File: config.mk
export PLATFORM = sky130hd
export DESIGN_NAME = music_rom_arbiter
export DESIGN_NICKNAME = d
export VERILOG_FILES = /design/src/rtl/music_rom_arbiter.sv
export SDC_FILE = /design/constraint.sdc
export NUM_CORES = 1
export LEC_CHECK = 0
export ABC_AREA = 1
export BUFFER_PORTS_ARGS = -buffer_cell sky130_fd_sc_hd__clkbuf_2
export CAP_MARGIN = 30
export CORE_UTILIZATION = 45
export DETAILED_ROUTE_END_ITERATION = 12
export PLACE_DENSITY = 0.82
export SETUP_SLACK_MARGIN = 0.05
export SKIP_LAST_GASP = 1
export SYNTH_ARGS = -nofsm -noshare
export SYNTH_HDL_FRONTEND = slang
export SYNTH_SLANG_ARGS = --single-unit
File: constraint.sdc
create_clock -name clk -period 2.94 [get_ports clk]
set_clock_uncertainty 0.2 [all_clocks]
set_input_delay 0.147 -clock clk [delete_from_list [all_inputs] [get_ports clk]]
set_output_delay 0.147 -clock clk [all_outputs]
set_load 0.02 [all_outputs]
File: src/rtl/music_rom_arbiter.sv
// ----------------------------------------------------------------------------
// music_rom_arbiter
//
// Shares one single-port music ROM between several read requesters (YM
// player on index 0, sound-effect player, CPU loader/peeker). Each requester
// raises req_valid with an address and holds it until req_ready. At most one
// request is accepted per clock. The granted address is registered onto
// rom_addr. A tag for the granted requester then travels down a
// ROM_LATENCY-deep pipeline. When the tag reaches the end, that requester
// sees a one-cycle rsp_valid pulse while rsp_data carries rom_data.
//
// Ports
//   clk        system clock
//   reset      synchronous, active-high reset
//   req_valid  per-requester read request, held until accepted
//   req_addr   packed addresses, requester i at [i*ROM_WIDTH +: ROM_WIDTH]
//   req_ready  one-hot combinational accept, forced low during reset
//   rsp_valid  one-hot response pulse, ROM_LATENCY cycles after accept
//   rsp_data   read data, pass-through of rom_data
//   rom_addr   registered ROM address
//   rom_data   ROM read data
//   busy       high while any accepted read is still in flight
// ----------------------------------------------------------------------------
module music_rom_arbiter #(
   parameter int ROM_WIDTH   = 17,
   parameter int NUM_REQ     = 3,
   parameter int ROM_LATENCY = 2,
   parameter bit PRIO0       = 1'b0
) (
   input  logic                           clk,
   input  logic                           reset,
   input  logic [NUM_REQ-1:0]             req_valid,
   input  logic [NUM_REQ*ROM_WIDTH-1:0]   req_addr,
   output logic [NUM_REQ-1:0]             req_ready,
   output logic [NUM_REQ-1:0]             rsp_valid,
   output logic [7:0]                     rsp_data,
   output logic [ROM_WIDTH-1:0]           rom_addr,
   input  logic [7:0]                     rom_data,
   output logic                           busy
);

   localparam int ID_W = (NUM_REQ > 1) ? $clog2(NUM_REQ) : 1;
   localparam logic [ID_W-1:0] PTR_RST = ID_W'(NUM_REQ - 1);

   // Round-robin candidate at distance k from the pointer. The explicit
   // wrap keeps the search correct when NUM_REQ is not a power of two.
   function automatic logic [ID_W-1:0] rr_index(input logic [ID_W-1:0] p, input int k);
      int s;
      s = int'(p) + k;
      if (s >= NUM_REQ) s = s - NUM_REQ;
      return ID_W'(s);
   endfunction

   logic [ID_W-1:0]                  ptr_q, ptr_d;
   logic [ROM_WIDTH-1:0]             rom_addr_q, rom_addr_d;
   logic [ROM_LATENCY-1:0]           tag_vld_q, tag_vld_d;
   logic [ROM_LATENCY-1:0][ID_W-1:0] tag_id_q, tag_id_d;

   logic                             grant_any;
   logic [ID_W-1:0]                  grant_id;
   logic [NUM_REQ-1:0]               grant_vec;
   logic                             accept;

   // Arbitration: optional fixed priority for the YM player, otherwise
   // first valid requester after the last winner.
   always_comb begin
      logic [ID_W-1:0] cand;
      grant_any = 1'b0;
      grant_id  = '0;
      cand      = '0;
      if (PRIO0 && req_valid[0]) begin
         grant_any = 1'b1;
         grant_id  = '0;
      end else begin
         for (int k = 1; k <= NUM_REQ; k++) begin
            cand = rr_index(ptr_q, k);
            if (!grant_any && req_valid[cand]) begin
               grant_any = 1'b1;
               grant_id  = cand;
            end
         end
      end
   end

   // Grants are suppressed in reset so no request is consumed by a cycle
   // whose pipeline state is about to be discarded.
   assign accept = grant_any && !reset;

   always_comb begin
      grant_vec = '0;
      for (int i = 0; i < NUM_REQ; i++) begin
         grant_vec[i] = accept && (grant_id == ID_W'(i));
      end
   end

   assign req_ready = grant_vec;

   always_comb begin
      rom_addr_d = rom_addr_q;
      ptr_d      = ptr_q;
      for (int i = 0; i < NUM_REQ; i++) begin
         if (grant_vec[i]) begin
            rom_addr_d = req_addr[i*ROM_WIDTH +: ROM_WIDTH];
         end
      end
      if (accept) begin
         ptr_d = grant_id;
      end
   end

   // Tag pipeline shifts every cycle. Idle cycles shift in an empty tag, so
   // a tag reaches the last stage exactly ROM_LATENCY cycles after its accept.
   always_comb begin
      tag_vld_d    = '0;
      tag_id_d     = '0;
      tag_vld_d[0] = accept;
      tag_id_d[0]  = grant_id;
      for (int s = 1; s < ROM_LATENCY; s++) begin
         tag_vld_d[s] = tag_vld_q[s-1];
         tag_id_d[s]  = tag_id_q[s-1];
      end
   end

   always_ff @(posedge clk) begin
      if (reset) begin
         ptr_q      <= PTR_RST;
         rom_addr_q <= '0;
         tag_vld_q  <= '0;
         tag_id_q   <= '0;
      end else begin
         ptr_q      <= ptr_d;
         rom_addr_q <= rom_addr_d;
         tag_vld_q  <= tag_vld_d;
         tag_id_q   <= tag_id_d;
      end
   end

   always_comb begin
      rsp_valid = '0;
      for (int i = 0; i < NUM_REQ; i++) begin
         rsp_valid[i] = tag_vld_q[ROM_LATENCY-1] && (tag_id_q[ROM_LATENCY-1] == ID_W'(i));
      end
   end

   assign rsp_data = rom_data;
   assign rom_addr = rom_addr_q;
   assign busy     = |tag_vld_q;

endmodule

==> flow_summary.ini, run 1 <==
[synthesis]
syn_inst = 249
syn_area_um2 = 1770
synthFlopType = dfxtp_1
synth_seq_cells = 25
synth_cell_types = 27
syn_area_per_cell_um2 = 7.11
yosysSeqAreaShare_pct = 28.3
synthArstFlopShare_pct = 0
synth-edff-count = 0
syn_nets = 316
synth_warnings = 0

[drt]
drt-total-wl_mm = 4.26
drtPass1Iterations = 4
route.detailed.drc = 0
wire_per_inst_um = 11.6
vias = 1780
via_per_inst = 4.84
postRouteAntennaNets = 0
drtIter0Drc = 142

[pwr]
powerDensity_nw_per_um2 = 1150
irDropWorstVdd_v = 0.000517
p_leak_nw = 1.22

[final_layout]
seq_area_um2 = 502
num_antenna_cells = 0
drive_above_1_share_pct = 46.3
fill_cells = 338
fin_nets = 388
area_growth_pct = 26.2
multi_input_area_um2 = 1010

[clock_tree]
clock_latency_ps = 270
htree_num_levels = 1
path_clk_slew_ps = 90
clockRootBuffer = clkbuf_8
cts_made_buffers = 3
cts_tree = done
clockBufferDepth = 2
cts_hold_buffers = 0
cts_num_sinks = 25

[timing]
slew_violations = 0
slew_headroom_pct = 50.7
hold_violations = 0
setup_viol = 0
whs_ps = 0.933
tightest_slew_ps = 738
final.setup.tns_ps = 0
rsz0062_at_grt = no
period_needed_ps = 2670
period_share_pct = 90.7
max_freq_ghz = 0.375

[floorplanning]
std_cell_rows = 22
io_pins = 96
die_h_um = 64.7
fp.coreArea_um2 = 3720
die_x_um = 64.7
initial_utilization_pct = 47.6
die-area_um2 = 4190

[grt]
antenna_found_initial = 0
grt_remaining_overflow = 0
grt_pass1_vias = 1638
gr-usage-all-layers_pct = 20.8
grt_max_degree = 23
grt_pass1_wl_mm = 6.92

[placement]
dp_hpwl_mm = 3.20
gp_congestion = 0.800
port_buffers = 79

[critical_path]
required_ps = 2590
worstPathArrival_ps = 2320
cp_max_fo = 19
cp-end-kind = output port
worstSetupStartpointType = flip-flop
critical_path_class = flip-flop to output port

[outcome]
status = finished, final reports clean

[job]
drv_cap = 0

[hold_path]
hold_path.class = input port to flip-flop
[power by group]
group	switching, mW	internal [mW]
Sequential	0.0731	0.477
Clock	0.111	0.0970
Combinational	1.14	0.663
[cells in the mapped netlist, types with 2 or more instances]
cell type  instances  share of area, %
nand2_1           60                13
inv_1             32               6.8
dfxtp_1           25                28
nand3_1           22               6.2
a21oi_1           17               4.8
a21oi_2           17               8.4
nand3_2           17               9.6
buf_2              9               2.5
nand2_2            9               3.2
buf_4              8               3.4
nor2_1             7               1.5
buf_6              3               1.9
ha_1               3               2.1
clkbuf_1           2              0.42
inv_2              2              0.42
nand2_4            2               1.3
nor2_2             2              0.71
nor3_1             2              0.57
o21ai_1            2              0.57
[worst paths after layout]
path	startpoint	to	slack [ps]	cells past startpoint
setup reg to reg	ptr_q[0]	rom_addr[14]	510	14
hold reg to reg	tag_id_d[3]	tag_id_q[3]	210	2
setup / recovery	ptr_q[0]	req_ready[0]	270	11
hold / removal	req_addr[39]	rom_addr[5]	0.9	5
[per-layer routing]
metal	track usage, %	part of all wire [%]	vias to the layer above	wire length [µm]
li1	-	-	919	-
met1	24.9	45	799	1920
met2	37.6	48	60	2060
met3	5.28	6.2	2	265
met4	3.33	0.45	0	19
met5	0	0	-	0
[worst max-delay path, stage by stage, from the launching register on]
cell	delay (ps)
dfxtp_2	400
inv_2	80
ha_4	340
nand2_1	80
inv_2	70
nand2_2	60
nand2_2	100
nor2_1	40
nor2_1	200
nand2_4	190
nor3_1	270
clkbuf_2	210
[kinds of logic after synthesis]
| kind of cell | count (synthesis) | share of synthesized area (%) |
|---|---|---|
| and+or+nand+nor | 125 | 38.2 |
| AOI/OAI and AO/OA | 39 | 15.4 |
| adders and majority gates | 3 | 2.12 |
| buffers and inverters | 57 | 16.0 |
| DFF | 25 | 28.3 |
[cells in the final DEF (no fill, tap or decap)]
cell and n:
nor2_1 7, clkbuf_8 3, o21ai_0 1, nand2_2 9, nor2_2 2, dfxtp_1 24
nand2_1 59, clkbuf_2 79, nand2_4 3, nand4_1 1, ha_4 1, o21ai_1 2
inv_2 2, nor3_1 2, o21ai_4 1, nor2_4 1, nand3_4 1, buf_12 1
nand3_2 17, nor3b_1 1, buf_4 9, nand3_1 22, a21oi_1 17, ha_1 2
inv_6 1, dfxtp_2 1, clkbuf_1 1, a21oi_2 17, inv_1 32, o211ai_1 1
[per-stage QoR]
stage | std cells | instance area (µm²) | power, mW | utilization, % | setup WS, ps
global placement | 361 | 2140 | 2.26 | 57.7 | 263
CTS | 365 | 2200 | 2.52 | 59.2 | 47.4
global route | 368 | 2230 | 2.78 | 60.1 | 88.2
floorplan | 249 | 1770 | 1.92 | - | 433
finish | 368 | 2230 | 2.56 | 60.1 | 273
detailed placement | 361 | 2140 | 2.30 | 57.7 | 126
[what timing repair did]
item / 4_1_cts / 5_1_grt
resized for setup: 3 / 2
buffers inserted: 0 / 3
endpoints found under the hold margin: 0 / 0
endpoints found under the setup margin: 2 / 3
[area by class of cell]
class	count	area share, %
Sequential cell	25	22.5
Timing Repair Buffer	89	21.6
Multi-Input combinational cell	167	45.1
Inverter	35	6.11
Clock buffer	4	2.02
Tap cell	48	2.69
[registers in the layout, indices dropped and copies added, names as in the netlist]
register	flops
tag_id_q	2
tag_id_d	2
ptr_q	2
rom_addr	17
tag_vld_q	2
No activity file was read; power rests on OpenSTA's default activity.
==> inputs of run 2 (changes only) <==
ABC_AREA = not set   (was 1)
CORE_UTILIZATION = 41   (was 45)
PLACE_DENSITY = 0.8   (was 0.82)
==> run 2 against run 1 <==
  * Maximum frequency is 3.5% lower
  * Via count is 14% lower
  * Utilization is 8.9 points higher
  * Critical endpoint is now req_ready[1]
  * Largest power group unchanged
==> flow_summary.ini, run 2 <==
[synthesis]
yosysSeqAreaShare_pct = 35.8
syn_area_um2 = 1400
synth-edff-count = 0
syn_inst = 154
synth_cell_types = 28
synthFlopType = dfxtp_1
post-synth-top-count-cell = nor2_1
syn_area_per_cell_um2 = 9.07
synthArstFlopShare_pct = 0
synth_seq_cells = 25
yosys.area.top_type = dfxtp_1
synthTopCellsByArea = dfxtp_1, a2111oi_2, nor2_1, o22ai_1, buf_4
synth_top_area_share_pct = 35.8
synth_warnings = 0
netlist_top_cells_count = nor2_1, dfxtp_1, o22ai_1
syn_nets = 221

[drt]
via_per_inst = 5.02
postRouteAntennaNets = 0
vias = 1532
wire_per_inst_um = 13.5
drtPass1Iterations = 4
drtIter0Drc = 52
drt-total-wl_mm = 4.11
route.detailed.drc = 0

[placement]
gp_congestion = 0.867
place_ws_ps = 258
placed_cells = 262
port_buffers = 79
dp_hpwl_mm = 2.44

[timing]
slew_violations = 0
setup_viol = 0
slew_headroom_pct = 55.8
max_freq_ghz = 0.362
rsz0062_at_grt = no
fin_ws_ps = 178
final.setup.tns_ps = 0
period_share_pct = 94.0
hold_violations = 0
period_needed_ps = 2760
tightest_slew_ps = 663

[critical_path]
critical_path_class = flip-flop to output port
required_ps = 2590
r2r_slack_ps = 420
cp_max_fo = 20
cp-end-kind = output port
cp-startpoint = ptr_q[0]
rr_worst_depth = 7
reg2reg_from = ptr_q[0]
worstSetupStartpointType = flip-flop
reg2reg_to = rom_addr[2]
crit_end = req_ready[1]
worstPathArrival_ps = 2420

[final_layout]
largest_reg_flops = 17
final_core_util_pct = 69.0
final_common_cell = clkbuf_2
fill_cells = 258
num_antenna_cells = 0
final_cell_mix = clkbuf_2, nor2_1, dlygate4sd3_1
drive_above_1_share_pct = 40.2
layout.cells.non_filler = 305
area_growth_pct = 55.7
fin_nets = 329

[clock_tree]
clockRootBuffer = clkbuf_4
clock_latency_ps = 310
cts_made_buffers = 3
path_clk_slew_ps = 130
cts_tree = done
cts_num_sinks = 25
clockBufferDepth = 2
htree_num_levels = 1

[grt]
grt_remaining_overflow = 0
grt_pass1_wl_mm = 6.56
grt_max_degree = 27
antenna_found_initial = 0
gr-usage-all-layers_pct = 23.9
grt_pass1_vias = 1454

[floorplanning]
die_x_um = 60.4
die-area_um2 = 3640
initial_utilization_pct = 44.3
io_pins = 96
die_h_um = 60.4
std_cell_rows = 20
fp.coreArea_um2 = 3150

[pwr]
p_leak_nw = 1.01
irDropWorstVdd_v = 0.000416
powerDensity_nw_per_um2 = 769

[job]
drv_cap = 0

[outcome]
status = finished, final reports clean

[hold_path]
hold_path.class = input port to flip-flop
whs_path_depth = 3
-- run 2: kinds of logic (layout without fill, tap and decap cells) --
kind of cell | after synthesis | after routing | share of synthesized area, %
flip-flops | 25 | 25 | 35.8
adder cells (fa/ha/maj) | 3 | 3 | 2.69
AO/OA/AOI/OAI | 41 | 41 | 29.8
multiplexers | 2 | 2 | 1.52
buffers and inverters | 20 | 127 | 8.78
AND/OR/NAND/NOR | 63 | 63 | 21.3
-- run 2: metal layers --
layer	routed length, µm	up-vias	track usage [%]
met5	0	-	0
met4	65	0	6.64
met3	415	10	8.53
met2	1890	85	38.8
met1	1730	667	30.0
li1	-	770	-
-- run 2: through the flow --
stage / power (mW) / hold slack (ps) / instance area [µm²]
floorplan: 1.23 / 23.8 / 1400
global placement: 1.44 / 94.1 / 1760
detailed placement: 1.46 / 94.1 / 1760
CTS: 1.65 / 4.39 / 2160
global route: 1.80 / 4.32 / 2170
finish: 1.67 / 15.0 / 2170
-- run 2: what timing repair did --
item / 4_1_cts / 5_1_grt
endpoints found under the setup margin: 0 / 6
buffers inserted: 0 / 2
endpoints found under the hold margin: 17 / 0
hold buffers: 37 / 0
gates resized for setup: 0 / 1
-- run 2: layout make-up --
| type | count | area (µm²) | share of cell area [%] |
|---|---|---|---|
| sequential | 25 | 500 | 23.0 |
| timing repair buffer | 121 | 803 | 36.9 |
| clock buffer | 4 | 26.3 | 1.21 |
| inverter | 2 | 7.51 | 0.345 |
| tap | 44 | 55.1 | 2.53 |
| multi-input combinational | 109 | 782 | 36.0 |
-- run 2: report_power, final --
| group | total, mW | leakage [nW] | switching [mW] | internal, mW |
|---|---|---|---|---|
| sequential | 0.509 | 0.208 | 0.0563 | 0.453 |
| clock | 0.154 | 0.0150 | 0.101 | 0.0530 |
| combinational | 1.01 | 0.784 | 0.597 | 0.412 |
| total | 1.67 | 1.01 | 0.754 | 0.918 |
-- run 2: worst min path at each step --
stage | startpoint | to | slack, ps
after floorplan | reset | rom_addr[2] | 20
final | req_addr[37] | rom_addr[3] | 10
after global routing | req_addr[37] | rom_addr[3] | 4
after global placement | rom_data[3] | rsp_data[3] | 90
after detailed placement | rom_data[3] | rsp_data[3] | 90
after CTS | req_addr[37] | rom_addr[3] | 4
-- run 2: worst max-delay path, stage by stage (launching register included) --
cell and delay [ps]:
dfxtp_1 370, inv_1 90, ha_1 390, and2_1 190, a22o_1 240, or2_2 480
nor2_1 150, clkbuf_2 190
==> inputs of run 3 (changes only) <==
REMOVE_ABC_BUFFERS = 1   (was not set)
==> run 3 against run 2 <==
  * Combinational power rose by 6%
  * Hold slack lost 11 ps
  * Sequential power barely moved
  * Utilization increased by 3.6 points
  * Register-to-register slack about the same
==> flow_summary.ini, run 3 (synthesis results as in run 2) <==
[drt]
wl_met1_mm = 1.66
drt-total-wl_mm = 4.32
drtPass1Iterations = 4
wire_per_inst_um = 13.7
drtIter0Drc = 62
postRouteAntennaNets = 0
wl_met3_um = 234
via_per_inst = 5.07
route.detailed.drc = 0
top_layer = met4
met2_length_mm = 2.36
vias = 1591

[clock_tree]
cts_tree = done
clockRootBuffer = clkbuf_4
clock_latency_ps = 320
clockBufferDepth = 2
cts_num_sinks = 25
cts_made_buffers = 3
path_clk_slew_ps = 150
htree_num_levels = 1

[placement]
gp_congestion = 0.830
place_ws_ps = 263
dp_hpwl_mm = 2.58
port_buffers = 79
placed_cells = 262

[critical_path]
cp_max_fo = 20
cp_top_family = simple AND/OR/NAND/NOR gates
cp-end-kind = output port
reg2reg_to = rom_addr[6]
critical_path.cell_chain = inv_1 -> ha_1 -> and2_1 -> a22o_1 -> or2_2 -> nor2_1 -> clkbuf_2
worstPathArrival_ps = 2430
required_ps = 2590
r2r_slack_ps = 420
rr_worst_depth = 8
path_buf_inv = 2
reg2reg_from = ptr_q[0]
cpPeakStageDelay_ps = 480
cp_slowest_cell = or2_2
critical_path_class = flip-flop to output port
worstSetupStartpointType = flip-flop

[final_layout]
largest_reg_flops = 17
num_antenna_cells = 0
layout.cells.non_filler = 314
area_growth_pct = 63.9
final_common_cell = clkbuf_2
final_cell_mix = clkbuf_2, dlygate4sd3_1, nor2_1
drive_above_1_share_pct = 40.0
fill_cells = 243
fin_nets = 338

[grt]
grt_pass1_wl_mm = 6.63
grt_pass1_vias = 1593
antenna_found_initial = 0
grt_max_degree = 26
gr-usage-all-layers_pct = 24.3
grt_remaining_overflow = 0

[timing]
period_needed_ps = 2770
slew_headroom_pct = 54.9
hold_violations = 0
max_freq_ghz = 0.361
fin_ws_ps = 167
rsz0062_at_grt = yes
tightest_slew_ps = 676
final.setup.tns_ps = 0
setup_viol = 0
period_share_pct = 94.3
slew_violations = 0

[floorplanning]
std_cell_rows = 20
die-area_um2 = 3640
fp.coreArea_um2 = 3150
io_pins = 96
initial_utilization_pct = 44.3
die_h_um = 60.4
die_x_um = 60.4

[outcome]
status = finished, final reports clean

[hold_path]
min-delay-start = req_addr[45]
hold_path.class = input port to flip-flop
whs_path_depth = 3
hold_path_end = rom_addr[11]

[pwr]
irDropWorstVdd_v = 0.000414
powerDensity_nw_per_um2 = 764
p_leak_nw = 1.05

[job]
drv_cap = 0
[run 3: how the worst max path moves through the flow]
stage	slack, ps	startpoint	depth (start not counted)	end
2_1_floorplan	-70	ptr_q[0]	7	req_ready[0]
3_3_place_gp	360	ptr_q[0]	7	rom_addr[4]
3_5_place_dp	260	ptr_q[0]	7	rom_addr[16]
4_1_cts	70	ptr_q[0]	7	req_ready[1]
5_1_grt	50	ptr_q[0]	7	req_ready[1]
6_report	170	ptr_q[0]	7	req_ready[1]
[run 3: area by class of cell]
class / instances / area (µm²) / area share [%]
clock buffer: 3 / 22.5 / 0.984
multi-input combinational: 109 / 782 / 34.2
sequential: 25 / 500 / 21.9
clock inverter: 1 / 7.51 / 0.328
timing repair buffer: 130 / 913 / 39.9
tap: 44 / 55.1 / 2.41
inverter: 2 / 7.51 / 0.328
[run 3: layer usage]
layer  vias up  global-route usage [%]
met2        71                    49.0
met4         0                    9.63
met3         4                    5.33
met1       728                    23.3
li1        788                       -
met5         -                       0
[run 3: stage by stage]
stage          total power, mW  util, %  hold WS, ps  instance area (µm²)
3_5_place_dp              1.48     56.3         94.2                 1780
4_1_cts                   1.69     71.5         8.19                 2250
6_report                  1.75     72.6         4.46                 2290
5_1_grt                   1.87     72.6         7.67                 2290
3_3_place_gp              1.45     56.3         94.2                 1780
2_1_floorplan             1.17        -         15.9                 1280
[run 3: repair_timing]
item                       in CTS  in global routing
hold buffers                   44                  0
gates resized for setup         0                  1
setup buffers                   1                  3
setup endpoints to repair       1                  2
pin swaps                       1                  1
hold endpoints to repair       17                  0
[run 3: power by group]
| group | internal [mW] | switching, mW | total [mW] |
|---|---|---|---|
| clock network | 0.0520 | 0.112 | 0.164 |
| registers | 0.453 | 0.0578 | 0.511 |
| logic | 0.465 | 0.608 | 1.07 |
| total | 0.970 | 0.779 | 1.75 |
[run 3: worst reg2reg max path, stage by stage, from the launching register on]
cell	delay (ps)
dfxtp_1	380
inv_1	90
ha_1	390
and2_1	190
a22o_1	240
o211ai_4	270
buf_4	210
o22ai_1	90
a2111oi_1	370
